===== src/rtl/airlock_pkg.sv =====
// airlock_pkg: shared FSM state, session side and default tick constants for the airlock scheduler
package airlock_pkg;
  typedef enum logic [2:0] {IDLE, DOOR_IN, DOOR_OUT, WAIT_EVAC, EVAC, WAIT_PRESS, PRESS, HOLD} state_t;
  typedef enum logic {ARRIVE, DEPART} side_t;
  localparam int DEF_EVAC_TICKS = 5;
  localparam int DEF_PRESS_TICKS = 7;
  localparam int DEF_CNT_W = 4;
endpackage


===== src/rtl/airlock_pump_timer.sv =====
// airlock_pump_timer: saturating tick counter with clear, run/freeze gating and terminal-count done
module airlock_pump_timer #(
  parameter int CNT_W = 4
) (
  input  logic             clock,
  input  logic             reset,
  input  logic             tick,
  input  logic             run,
  input  logic             clear,
  input  logic [CNT_W-1:0] limit,
  output logic [CNT_W-1:0] count,
  output logic             done
);
  assign done = run && tick && ({1'b0, count} + (CNT_W+1)'(1) == {1'b0, limit});
  // count ticks while running; the tick reaching the limit wraps the count back to zero
  always_ff @(posedge clock or negedge reset)
    if (!reset) count <= '0;
    else if (clear || done) count <= '0;
    else if (run && tick && !(&count)) count <= count + CNT_W'(1);
endmodule


===== src/rtl/airlock_scheduler.sv =====
// airlock_scheduler: one-chamber session arbiter, door/pump sequencer and permit generator; define AIRLOCK_AUTO_PUMP_EN to start pump phases on tick instead of operator pulses
module airlock_scheduler
  import airlock_pkg::*;
#(
  parameter int EVAC_TICKS = DEF_EVAC_TICKS,
  parameter int PRESS_TICKS = DEF_PRESS_TICKS,
  parameter int CNT_W = DEF_CNT_W
) (
  input  logic             clock,
  input  logic             reset,
  input  logic             tick,
  input  logic             arrive_req,
  input  logic             depart_req,
  input  logic             outer_open,
  input  logic             inner_open,
  input  logic             evacuate,
  input  logic             pressurize,
  output logic             grant_arrive,
  output logic             grant_depart,
  output logic             outer_ok,
  output logic             inner_ok,
  output logic             pumping,
  output logic             pressurized,
  output logic             fault,
  output logic [CNT_W-1:0] seconds
);
  state_t state, nextState;
  side_t side, nextSide, lastServed, nextLast;
  logic leg, nextLeg, doorSeen, nextSeen, anyOpened, nextOpened, nextPress, faultNext;
  logic timerClear, timerRun, timerDone, doorsClosed, pumpGo, reqHeld, mineOpen, otherOpen;
  logic [CNT_W-1:0] limit;
  assign doorsClosed = !outer_open && !inner_open;
  assign timerRun = (state == EVAC || state == PRESS) && doorsClosed;
  assign limit = pressurized ? CNT_W'(EVAC_TICKS) : CNT_W'(PRESS_TICKS);
  assign reqHeld = side == ARRIVE ? arrive_req : depart_req;
  assign mineOpen = state == DOOR_OUT ? outer_open : inner_open;
  assign otherOpen = state == DOOR_OUT ? inner_open : outer_open;
`ifdef AIRLOCK_AUTO_PUMP_EN
  assign pumpGo = tick;
`else
  assign pumpGo = state == WAIT_EVAC ? evacuate && !pressurize : pressurize && !evacuate;
`endif
  airlock_pump_timer #(.CNT_W(CNT_W)) timer (
    .clock(clock),
    .reset(reset),
    .tick(tick),
    .run(timerRun),
    .clear(timerClear),
    .limit(limit),
    .count(seconds),
    .done(timerDone)
  );
  // session sequencing: arbitration, door handshakes, pump phases and door-open hold
  always_comb begin
    nextState = state;
    nextSide = side;
    nextLeg = leg;
    nextSeen = doorSeen;
    nextOpened = anyOpened || outer_open || inner_open;
    nextLast = lastServed;
    nextPress = pressurized;
    faultNext = 1'b0;
    timerClear = 1'b0;
    case (state)
      IDLE: begin
        nextLeg = 1'b0;
        nextSeen = 1'b0;
        nextOpened = 1'b0;
        nextSide = arrive_req && depart_req ? (lastServed == ARRIVE ? DEPART : ARRIVE) : (arrive_req ? ARRIVE : DEPART);
        if (arrive_req || depart_req)
          nextState = nextSide == ARRIVE ? (pressurized ? WAIT_EVAC : DOOR_OUT) : (pressurized ? DOOR_IN : WAIT_PRESS);
      end
      DOOR_IN, DOOR_OUT: begin
        if (otherOpen) faultNext = 1'b1;
        else if (mineOpen) nextSeen = 1'b1;
        else if (doorSeen) begin
          nextSeen = 1'b0;
          nextLeg = 1'b1;
          nextState = leg ? IDLE : (state == DOOR_OUT ? WAIT_PRESS : WAIT_EVAC);
          if (leg) nextLast = side;
        end
      end
      WAIT_EVAC, WAIT_PRESS: begin
        if (!reqHeld && !leg && !anyOpened) nextState = IDLE;
        else if (doorsClosed && pumpGo) begin
          nextState = state == WAIT_EVAC ? EVAC : PRESS;
          timerClear = 1'b1;
        end
      end
      EVAC, PRESS: begin
        if (!doorsClosed) nextState = HOLD;
        else if (timerDone) begin
          nextPress = state == PRESS;
          nextState = state == EVAC ? DOOR_OUT : DOOR_IN;
        end
      end
      HOLD: begin
        if (doorsClosed) begin
          nextState = pressurized ? EVAC : PRESS;
          timerClear = 1'b1;
        end
      end
      default: nextState = IDLE;
    endcase
  end
  // state and session bookkeeping, with outputs registered from the next-state decode
  always_ff @(posedge clock or negedge reset)
    if (!reset) begin
      state <= IDLE;
      side <= ARRIVE;
      lastServed <= DEPART;
      leg <= 1'b0;
      doorSeen <= 1'b0;
      anyOpened <= 1'b0;
      pressurized <= 1'b1;
      grant_arrive <= 1'b0;
      grant_depart <= 1'b0;
      outer_ok <= 1'b0;
      inner_ok <= 1'b0;
      pumping <= 1'b0;
      fault <= 1'b0;
    end else begin
      state <= nextState;
      side <= nextSide;
      lastServed <= nextLast;
      leg <= nextLeg;
      doorSeen <= nextSeen;
      anyOpened <= nextOpened;
      pressurized <= nextPress;
      grant_arrive <= nextState != IDLE && nextSide == ARRIVE;
      grant_depart <= nextState != IDLE && nextSide == DEPART;
      outer_ok <= nextState == DOOR_OUT;
      inner_ok <= nextState == DOOR_IN;
      pumping <= nextState == EVAC || nextState == PRESS;
      fault <= faultNext || nextState == HOLD;
    end
endmodule


===== config.mk =====
export PLATFORM = sky130hd
export DESIGN_NAME = airlock_scheduler
export DESIGN_NICKNAME = d
export VERILOG_FILES = /design/src/rtl/airlock_pkg.sv /design/src/rtl/airlock_pump_timer.sv /design/src/rtl/airlock_scheduler.sv
export SDC_FILE = /design/constraint.sdc
export NUM_CORES = 1
export LEC_CHECK = 0
export ABC_AREA = 1
export CORE_ASPECT_RATIO = 1.75
export CORE_MARGIN = 2
export CORE_UTILIZATION = 51
export DETAILED_ROUTE_END_ITERATION = 10
export PLACE_DENSITY_LB_ADDON = 0.25
export SLEW_MARGIN = 5
export SYNTH_ARGS = -nofsm -noshare
export SYNTH_HDL_FRONTEND = slang
export SYNTH_SLANG_ARGS = --single-unit

===== constraint.sdc =====
create_clock -name clock -period 2.1 [get_ports clock]
set_input_delay 0.21 -clock clock [delete_from_list [all_inputs] [get_ports clock]]
set_output_delay 0.21 -clock clock [all_outputs]
set_load 0.005 [all_outputs]

==> impl_metrics.ini <==
[layout]
n_fill_cell = 190
area_delta_synth_final_pct = 23.7
layout_common_cells = 39 x nand2_1, 26 x inv_1, 19 x nand3_1, 19 x clkdlybuf4s50_1, 18 x nor2_1
diodes = 0
postLayoutCoreUtil_pct = 67.5
layout-drive-gt1-share_pct = 11.9
stdcell_count = 217
final_common_cell = nand2_1
finalNetCount = 204

[synth]
synthArstFlopShare_pct = 100
synthCells = 168
syn_area_um2 = 1160
yosysWarnings = 0
synth.distinct_cells = 22
synth_nets = 178
ys_seq_area_share_pct = 41.3
avgSynthCellArea_um2 = 6.89
synthFlopType = dfrtp_1
synth-edff-count = 0
synth.ff_latch_count = 19

[clock_tree]
cts_setup_buffers = 0
cts_resized = 0
hold_buffers = 0
h-tree-depth = 1
cts_root_buf = clkbuf_4
cts_tree = done
numCtsBuffers = 3
clk_path_buf_depth = 2
cts.sinks = 19
clk_pin_slew_ns = 0.11
worstSkewPairLatency_ns = 0.30

[setup_path]
slowest_stage = dfrtp_2
cp_max_fo = 6
cp-start-kind = flip-flop
crit_top_cell = nand2_1
criticalPathCategory = flip-flop to flip-flop
timing.rr.start = timer.count[1]
end_kind = flip-flop
r2r_slack_ns = 0.26
critPathRequiredTime_ns = 2.33
crit_start = timer.count[1]
path_buf_inv = 1
slowest_delay_ns = 0.46
cpLargestDelayFamily = simple AND/OR/NAND/NOR gates
worstPathArrival_ns = 2.06
path_cells = ha_1 -> nand2_1 -> nand2_1 -> nor2_2 -> inv_1 -> nor2_4 -> nand3_1 -> nand3_1 -> nand2_1 -> nand2_1 -> nand2_1 -> a21oi_1

[floorplan]
core-area_um2 = 2120
dieWidth_um = 40.0
start_util_pct = 54.6
die_h_um = 67.0
rows = 22
dieArea_um2 = 2680
io_pins = 20

[sta]
setup_viol = 0
maxSlewHeadroom_pct = 73.7
worst_slack_ns = 0.262
min_period_ns = 1.84
rsz0062_at_grt = no
fin_skew_ns = 0.00475
worstMarginPinSlew_ns = 0.392
hold_violations = 0
fin_crit_sh_pct = 87.5
slew_violations = 0
tns_ns = 0
holdWs_ns = 0.226
fmax_mhz = 544

[run_status]
status = complete, no violations

[placement]
dp_hpwl_um = 2110
pre_cts_ws_ns = 0.0866
dp.cells = 213
gp_congestion = 0.910
place.port_buffers = 19

[grt]
antenna_found_initial = 0
overflow = 0
grt_max_degree = 20
grt_pass1_vias = 1208
grt_pass1_wl_um = 4730
grt_usage_pct = 25.6

[detailed_routing]
wl_per_cell_um = 13.0
routed_wl_um = 2830
via_per_inst = 5.57
drc = 0
drtAntennaViolNets = 0
first_iter_violations = 67
vias = 1208
firstDrtPassIters = 4

[power_and_ir_drop]
peakVddDrop_mv = 0.809
power.density_nw_per_um2 = 1340
leakage_nw = 0.703

[min_path]
worstHoldPathType = primary input to async pin

[flow_run]
maxCapViolCount = 0
[routing by layer]
layer	vias to the layer above	track usage [%]	wire, µm
met5	-	0	0
met4	0	16.8	97
met3	14	6.00	159
met2	58	45.0	1520
met1	547	24.0	1050
li1	589	-	-
[path summary, 6_finish.rpt]
kind	to	cells past startpoint
min in group clock	lastServed	2
max in group asynchronous	pressurized	2
min	fault	2
max reg2reg	grant_arrive	12
max	grant_arrive	12
min reg2reg	lastServed	2
[synth_stat cells, types with 2 or more instances]
| cell | number | area share [%] |
|---|---|---|
| nor2_1 | 20 | 6.5 |
| o21ai_1 | 2 | 0.86 |
| nand2_2 | 3 | 1.6 |
| dfrtp_1 | 17 | 37 |
| inv_2 | 3 | 0.97 |
| nand3_1 | 19 | 8.2 |
| nand2_1 | 39 | 13 |
| nor2_2 | 3 | 1.6 |
| inv_1 | 26 | 8.4 |
| a21oi_1 | 10 | 4.3 |
| nand4_1 | 5 | 2.7 |
| dfstp_2 | 2 | 4.5 |
| o21ai_0 | 10 | 4.3 |
[registers in the layout, summed over array words and instances, names as in the netlist]
signal,cells
anyOpened,1
doorSeen,1
fault,1
leg,1
grant_depart,1
grant_arrive,1
timer.count,4
pressurized,1
outer_ok,1
state,3
lastServed,1
inner_ok,1
pumping,1
side,1
[layout make-up]
| class | instances | area [µm²] | share of cell area [%] |
|---|---|---|---|
| tap | 24 | 30.0 | 2.10 |
| sequential | 19 | 479 | 33.5 |
| inverter | 30 | 113 | 7.87 |
| timing repair buffer | 21 | 205 | 14.3 |
| multi-input combinational | 119 | 577 | 40.3 |
| clock inverter | 1 | 5.00 | 0.350 |
| clock buffer | 3 | 22.5 | 1.57 |
[through the flow]
step / power, mW / instance area, µm²
floorplan: 1.35 / 1160
global placement: 1.68 / 1390
detailed placement: 1.70 / 1390
CTS: 1.90 / 1420
global route: 2.12 / 1430
finish: 1.92 / 1430
[power breakdown]
group	internal [mW]	leakage, nW	switching (mW)
Clock	0.0710	0.0177	0.115
Sequential	0.528	0.230	0.125
Combinational	0.414	0.455	0.669
Total	1.01	0.703	0.908
[logic make-up after synthesis]
| kind of cell | synth area share, % |
|---|---|
| and+or+nand+nor | 36.5 |
| adders and majority gates | 1.08 |
| buffers and inverters | 9.73 |
| AOI/OAI and AO/OA | 11.4 |
| DFF | 41.3 |
(Power assumes the default switching activity.)
